`config.mk`:
```
export PLATFORM = sky130hd
export DESIGN_NAME = encode_scan
export DESIGN_NICKNAME = d
export VERILOG_FILES = /design/src/rtl/coder_pkg.sv /design/src/rtl/prio_enc_lsb.sv /design/src/rtl/encode_scan.sv
export SDC_FILE = /design/constraint.sdc
export NUM_CORES = 1
export LEC_CHECK = 0
export BUFFER_PORTS_ARGS = -buffer_cell sky130_fd_sc_hd__buf_2
export CAP_MARGIN = 10
export CORE_ASPECT_RATIO = 0.7
export CORE_MARGIN = 2
export CORE_UTILIZATION = 35
export CTS_CLUSTER_DIAMETER = 100
export CTS_CLUSTER_SIZE = 12
export DETAILED_ROUTE_END_ITERATION = 7
export GPL_ROUTABILITY_DRIVEN = 0
export HOLD_SLACK_MARGIN = 0.05
export REMOVE_ABC_BUFFERS = 1
export SETUP_SLACK_MARGIN = 0.15
export SKIP_LAST_GASP = 1
export SYNTH_ARGS = -nofsm -noshare
export SYNTH_HDL_FRONTEND = slang
export SYNTH_SLANG_ARGS = --single-unit
```
`constraint.sdc`:
```
create_clock -name clk -period 2.35 [get_ports clk]
set_clock_uncertainty 0.1 [all_clocks]
set_input_delay 0.235 -clock clk [delete_from_list [all_inputs] [get_ports clk]]
set_output_delay 0.235 -clock clk [all_outputs]
set_load 0.05 [all_outputs]
```
`src/rtl/coder_pkg.sv`:
```
// Package: coder_pkg
// Shared definitions for the one-hot decoder / sequential encoder pair.
//   state_e    : encoder FSM states (IDLE accepts a vector, EMIT streams indices)
//   lsb_t      : result of a lowest-set-bit search (index + found flag)
//   lsb_index  : lowest set-bit index of a vector, with found flag
//   onehot     : true when exactly one bit of a vector is set
// The helpers operate on vectors zero-extended to MAX_W bits, so any
// instance width up to MAX_W can share them.
package coder_pkg;

  localparam int MAX_W = 64;
  localparam int IDX_W = $clog2(MAX_W);

  typedef enum logic [0:0] {
    IDLE = 1'b0,
    EMIT = 1'b1
  } state_e;

  typedef struct packed {
    logic [IDX_W-1:0] idx;
    logic             found;
  } lsb_t;

  // Scanning from the top down means the last hit written is the lowest one.
  function automatic lsb_t lsb_index(input logic [MAX_W-1:0] vec);
    lsb_t r;
    r = '0;
    for (int i = MAX_W - 1; i >= 0; i--) begin
      if (vec[i]) begin
        r.idx   = IDX_W'(i);
        r.found = 1'b1;
      end
    end
    return r;
  endfunction

  // Clearing the lowest set bit leaves zero only if it was the only one.
  function automatic logic onehot(input logic [MAX_W-1:0] vec);
    return (vec != '0) && ((vec & (vec - MAX_W'(1))) == '0);
  endfunction

endpackage

```
`src/rtl/prio_enc_lsb.sv`:
```
// Module: prio_enc_lsb
// Combinational lowest-set-bit finder.
//   vec    in  u  vector to search
//   index  out n  index of the lowest set bit (0 when none set)
//   found  out 1  at least one bit set
//   single out 1  exactly one bit set
module prio_enc_lsb
  import coder_pkg::*;
#(
  parameter int n = 4,
  parameter int u = 8
) (
  input  logic [u-1:0] vec,
  output logic [n-1:0] index,
  output logic         found,
  output logic         single
);

  generate
    if ((u < 1) || (u > (1 << n)) || (u > MAX_W)) begin : g_bad_params
      $error("prio_enc_lsb: u must satisfy 1 <= u <= 2**n and u <= MAX_W");
    end
  endgenerate

  lsb_t lsb;

  always_comb begin
    lsb    = lsb_index(MAX_W'(vec));
    index  = n'(lsb.idx);
    found  = lsb.found;
    single = onehot(MAX_W'(vec));
  end

endmodule

```
`src/rtl/encode_scan.sv`:
```
// Module: encode_scan
// Sequential encoder: captures a u-bit request vector and emits the binary
// index of every set bit, lowest first, one index per valid/ready beat.
// An all-zero vector produces a single beat flagged with y_none.
//   clk      in   1  clock, all logic on posedge
//   rst      in   1  synchronous active-high reset
//   x_in     in   u  request vector, sampled on x_valid && x_ready
//   x_valid  in   1  x_in valid
//   x_ready  out  1  idle, can accept a vector
//   y_out    out  n  index of the current set bit
//   y_valid  out  1  y_out / y_last / y_none valid
//   y_ready  in   1  consumer accepts the current beat
//   y_last   out  1  current beat is the final one for this vector
//   y_none   out  1  captured vector was all-zero
module encode_scan
  import coder_pkg::*;
#(
  parameter int n = 4,
  parameter int u = 8
) (
  input  logic         clk,
  input  logic         rst,
  input  logic [u-1:0] x_in,
  input  logic         x_valid,
  output logic         x_ready,
  output logic [n-1:0] y_out,
  output logic         y_valid,
  input  logic         y_ready,
  output logic         y_last,
  output logic         y_none
);

  generate
    if ((u < 1) || (u > (1 << n))) begin : g_bad_params
      $error("encode_scan: u must satisfy 1 <= u <= 2**n");
    end
  endgenerate

  state_e         state_q,   state_d;
  logic [u-1:0]   pending_q, pending_d;
  logic [n-1:0]   y_out_q,   y_out_d;
  logic           y_last_q,  y_last_d;
  logic           y_none_q,  y_none_d;

  logic [n-1:0]   enc_index;
  logic           enc_found;
  logic           enc_single;

  // Next pending set: a fresh capture in IDLE, or the lowest bit (the one
  // currently on y_out) cleared on each accepted beat in EMIT. Kept in its
  // own process so the encoder sits between two combinational blocks
  // rather than inside a loop.
  always_comb begin
    pending_d = pending_q;
    if (state_q == IDLE) begin
      if (x_valid) pending_d = x_in;
    end else if (y_ready) begin
      pending_d = pending_q & (pending_q - u'(1));
    end
  end

  // Looking at the next pending value lets the index be registered, so
  // y_out comes straight from a flop with one beat per clock.
  prio_enc_lsb #(.n(n), .u(u)) u_prio_enc (
    .vec    (pending_d),
    .index  (enc_index),
    .found  (enc_found),
    .single (enc_single)
  );

  // NOTE: every signal assigned here gets a default first; a path that
  // leaves one unassigned would infer a latch.
  always_comb begin
    state_d  = state_q;
    y_out_d  = y_out_q;
    y_last_d = y_last_q;
    y_none_d = y_none_q;
    unique case (state_q)
      IDLE: begin
        if (x_valid) begin
          state_d  = EMIT;
          y_out_d  = enc_index;
          y_last_d = enc_single || !enc_found;
          y_none_d = !enc_found;
        end
      end
      EMIT: begin
        if (y_ready) begin
          if (y_last_q) begin
            // y_out deliberately holds its last value.
            state_d  = IDLE;
            y_last_d = 1'b0;
            y_none_d = 1'b0;
          end else begin
            y_out_d  = enc_index;
            y_last_d = enc_single;
          end
        end
      end
      default: state_d = IDLE;
    endcase
  end

  // NOTE: state registers use non-blocking assignments so every flop
  // samples the pre-edge values regardless of process ordering.
  always_ff @(posedge clk) begin
    if (rst) begin
      state_q   <= IDLE;
      pending_q <= '0;
      y_out_q   <= '0;
      y_last_q  <= 1'b0;
      y_none_q  <= 1'b0;
    end else begin
      state_q   <= state_d;
      pending_q <= pending_d;
      y_out_q   <= y_out_d;
      y_last_q  <= y_last_d;
      y_none_q  <= y_none_d;
    end
  end

  // x_ready is gated by rst so no vector is offered a handshake during reset.
  assign x_ready = (state_q == IDLE) && !rst;
  assign y_valid = (state_q == EMIT);
  assign y_out   = y_out_q;
  assign y_last  = y_last_q;
  assign y_none  = y_none_q;

endmodule
```
==> impl_metrics.yaml <==
status:
  status: "finished clean"
synthesis:
  synth_top_area_share: 0.315
  yosys_warnings: 0
  synth_most_common_cell: "nor2_1"
  ys.flop_type: "dfxtp_1"
  yosysSeqAreaShare: 0.315
  synth-seq-cells: 14
  ys_types: 45
  syn_avg_cell_area_sq_um: 8.23
  synth_top_area_cell: "dfxtp_1"
  synth_area_leaders: "dfxtp_1 32%, nor2_1 7.2%, mux2i_1 4.5%, a31oi_1 3.5%, or4b_4 3.1%"
  async_reset_ff_frac: 0
  synth_commonest_cells: "17 x nor2_1, 14 x dfxtp_1, 7 x nand2_1"
  netlist_instances: 108
  syn_area_sq_um: 888
  synth-edff-count: 0
routing:
  antenna_left: 0
  num_vias: 951
  viasPerCell: 5.43
  wl_per_cell_microns: 14.5
  wirelength_microns: 2540
  first_pass_iters: 4
  initialDrtViolationCount: 61
  drc: 0
grt:
  overflow: 0
  grt_pass1_vias: 842
  antenna_found_initial: 0
  grtUsageTotal: 0.181
  grt_start_max_net_pins: 17
  grt_pass1_wl_microns: 4010
sta:
  max_clock_freq_mhz: 444
  fin_ws_ns: 0.0960
  drv_slew: 0
  setup-violations-final: 0
  tightest_slew_ns: 0.566
  hold_violations: 0
  slew_headroom: 0.622
  fin_crit_sh: 0.959
  holdWs_ns: 0.200
  period_needed_ns: 2.25
  rsz0062_at_grt: "yes"
  tns_ns: 0
finish:
  final_layout_size_suffix_gt1_frac: 0.390
  nFillCells: 237
  antennaDiodeCount: 0
  final_core_util: 0.489
  area_growth_syn_to_layout_pct: 34.2
  final_net_count: 154
worst_setup_path:
  path_class: "flip-flop to flip-flop"
  cp_data_required_time_ns: 2.43
  startpoint_type: "flip-flop"
  end_kind: "flip-flop"
  ff2ff_path_depth: 6
  critical_path_arrival_ns: 2.33
  crit_fanout: 5
cts:
  clock_sinks: 14
  cts_tree: "built"
  worstSkewPairLatency_ns: 0.29
  cts_setup_buffers: 0
  root_buffer: "clkbuf_4"
  clk_pin_slew_ns: 0.09
  clk_path_buf_depth: 2
  cts_made_buffers: 3
  h-tree-depth: 1
flow_run:
  maxCapViolations: 0
placement:
  dp_slack_ns: 0.0478
  portBuffers: 18
  hpwlAfterDp_microns: 1950
power_and_ir_drop:
  powerDensity_nw_per_um2: 598
  ir_drop_uv: 334
  power_leakage_nw: 0.507
floorplan:
  die-area_sq_um: 2960
  core-area_sq_um: 2440
  io_pins: 20
  fp.dieH_microns: 46.2
  die_w_microns: 64.2
  start_util: 0.364
  std_cell_rows: 15
worst_hold_path:
  min-delay-path-class: "input pin to flip-flop"
  hold_depth: 4
-- layer usage --
layer | routed length [microns] | GRT usage | up-vias
li1 | - | - | 469
met4 | 10 | 0.0255 | 0
met2 | 1170 | 0.277 | 19
met1 | 1240 | 0.259 | 460
met3 | 119 | 0.0538 | 3
met5 | 0 | 0 | -
-- path summary, 6_finish.rpt --
| path | from | to | slack [ns] |
|---|---|---|---|
| hold reg to reg | y_out[2]$_SDFFE_PP0P_ | y_out[2]$_SDFFE_PP0P_ | 0.37 |
| setup reg to reg | pending_q[0]$_SDFF_PP0_ | y_out[1]$_SDFFE_PP0P_ | 0.1 |
| setup / recovery | pending_q[0]$_SDFF_PP0_ | y_out[1]$_SDFFE_PP0P_ | 0.1 |
| hold / removal | x_in[5] | pending_q[5]$_SDFF_PP0_ | 0.20 |
-- final cells by class --
class / count / area, sq um / area share
tap: 34 / 42.5 / 0.0357
clock buffer: 4 / 36.3 / 0.0304
inverter: 1 / 3.75 / 0.00315
multi-input combinational: 86 / 602 / 0.505
timing repair buffer: 36 / 225 / 0.189
sequential: 14 / 283 / 0.237
-- metrics by stage --
stage | total power, mW | cell area (sq um) | instances
floorplan | 0.427 | 841 | 101
global placement | 0.521 | 1110 | 171
detailed placement | 0.524 | 1110 | 171
CTS | 0.704 | 1160 | 175
global route | 0.752 | 1190 | 175
finish | 0.713 | 1190 | 175
-- cell usage in the layout (no fill, tap or decap), types with 2 or more instances in the layout --
master	synthesis	routed
a211oi_1	3	3
a21o_1	2	2
a21oi_1	4	3
a31oi_1	5	5
and3b_1	2	2
buf_2	1	18
buf_4	1	18
clkbuf_4	0	3
dfxtp_1	14	12
dfxtp_2	0	2
mux2i_1	4	4
nand2_1	7	7
nand2b_1	2	2
nand3_1	3	3
nand3b_1	3	3
nor2_1	17	17
nor2b_1	2	2
nor3_1	5	4
nor3b_1	2	2
nor4_2	1	2
or4b_4	2	2
-- sequential cells by signal, summed over array words and instances (netlist names) --
name	flops
y_out	3
y_none	1
y_last	1
pending_q	8
y_valid	1
-- critical path: stages, from the launching register on --
cell	delay [ns]
dfxtp_2	0.32
or4b_4	0.53
or4b_4	0.51
a31o_4	0.26
o21ba_4	0.19
o2111ai_2	0.16
nand2_1	0.07
-- kinds of logic after synthesis --
family | synth area share
compound gates | 0.238
other cells | 0.00422
flops | 0.315
mux | 0.0451
buf+inv | 0.0577
simple gates | 0.339
-- report_power, final --
group	internal (mW)	switching (mW)
clock network	0.0944	0.0816
logic	0.112	0.153
registers	0.256	0.0165
total	0.462	0.251
-- repair_timing --
item                                   4_1_cts  5_1_grt
endpoints found under the hold margin        0        0
pin swaps                                    3        2
setup endpoints to repair                    4        5
resized for setup                            3        7
hold buffers                                 0        0
Power figures use the tool's default switching activity.
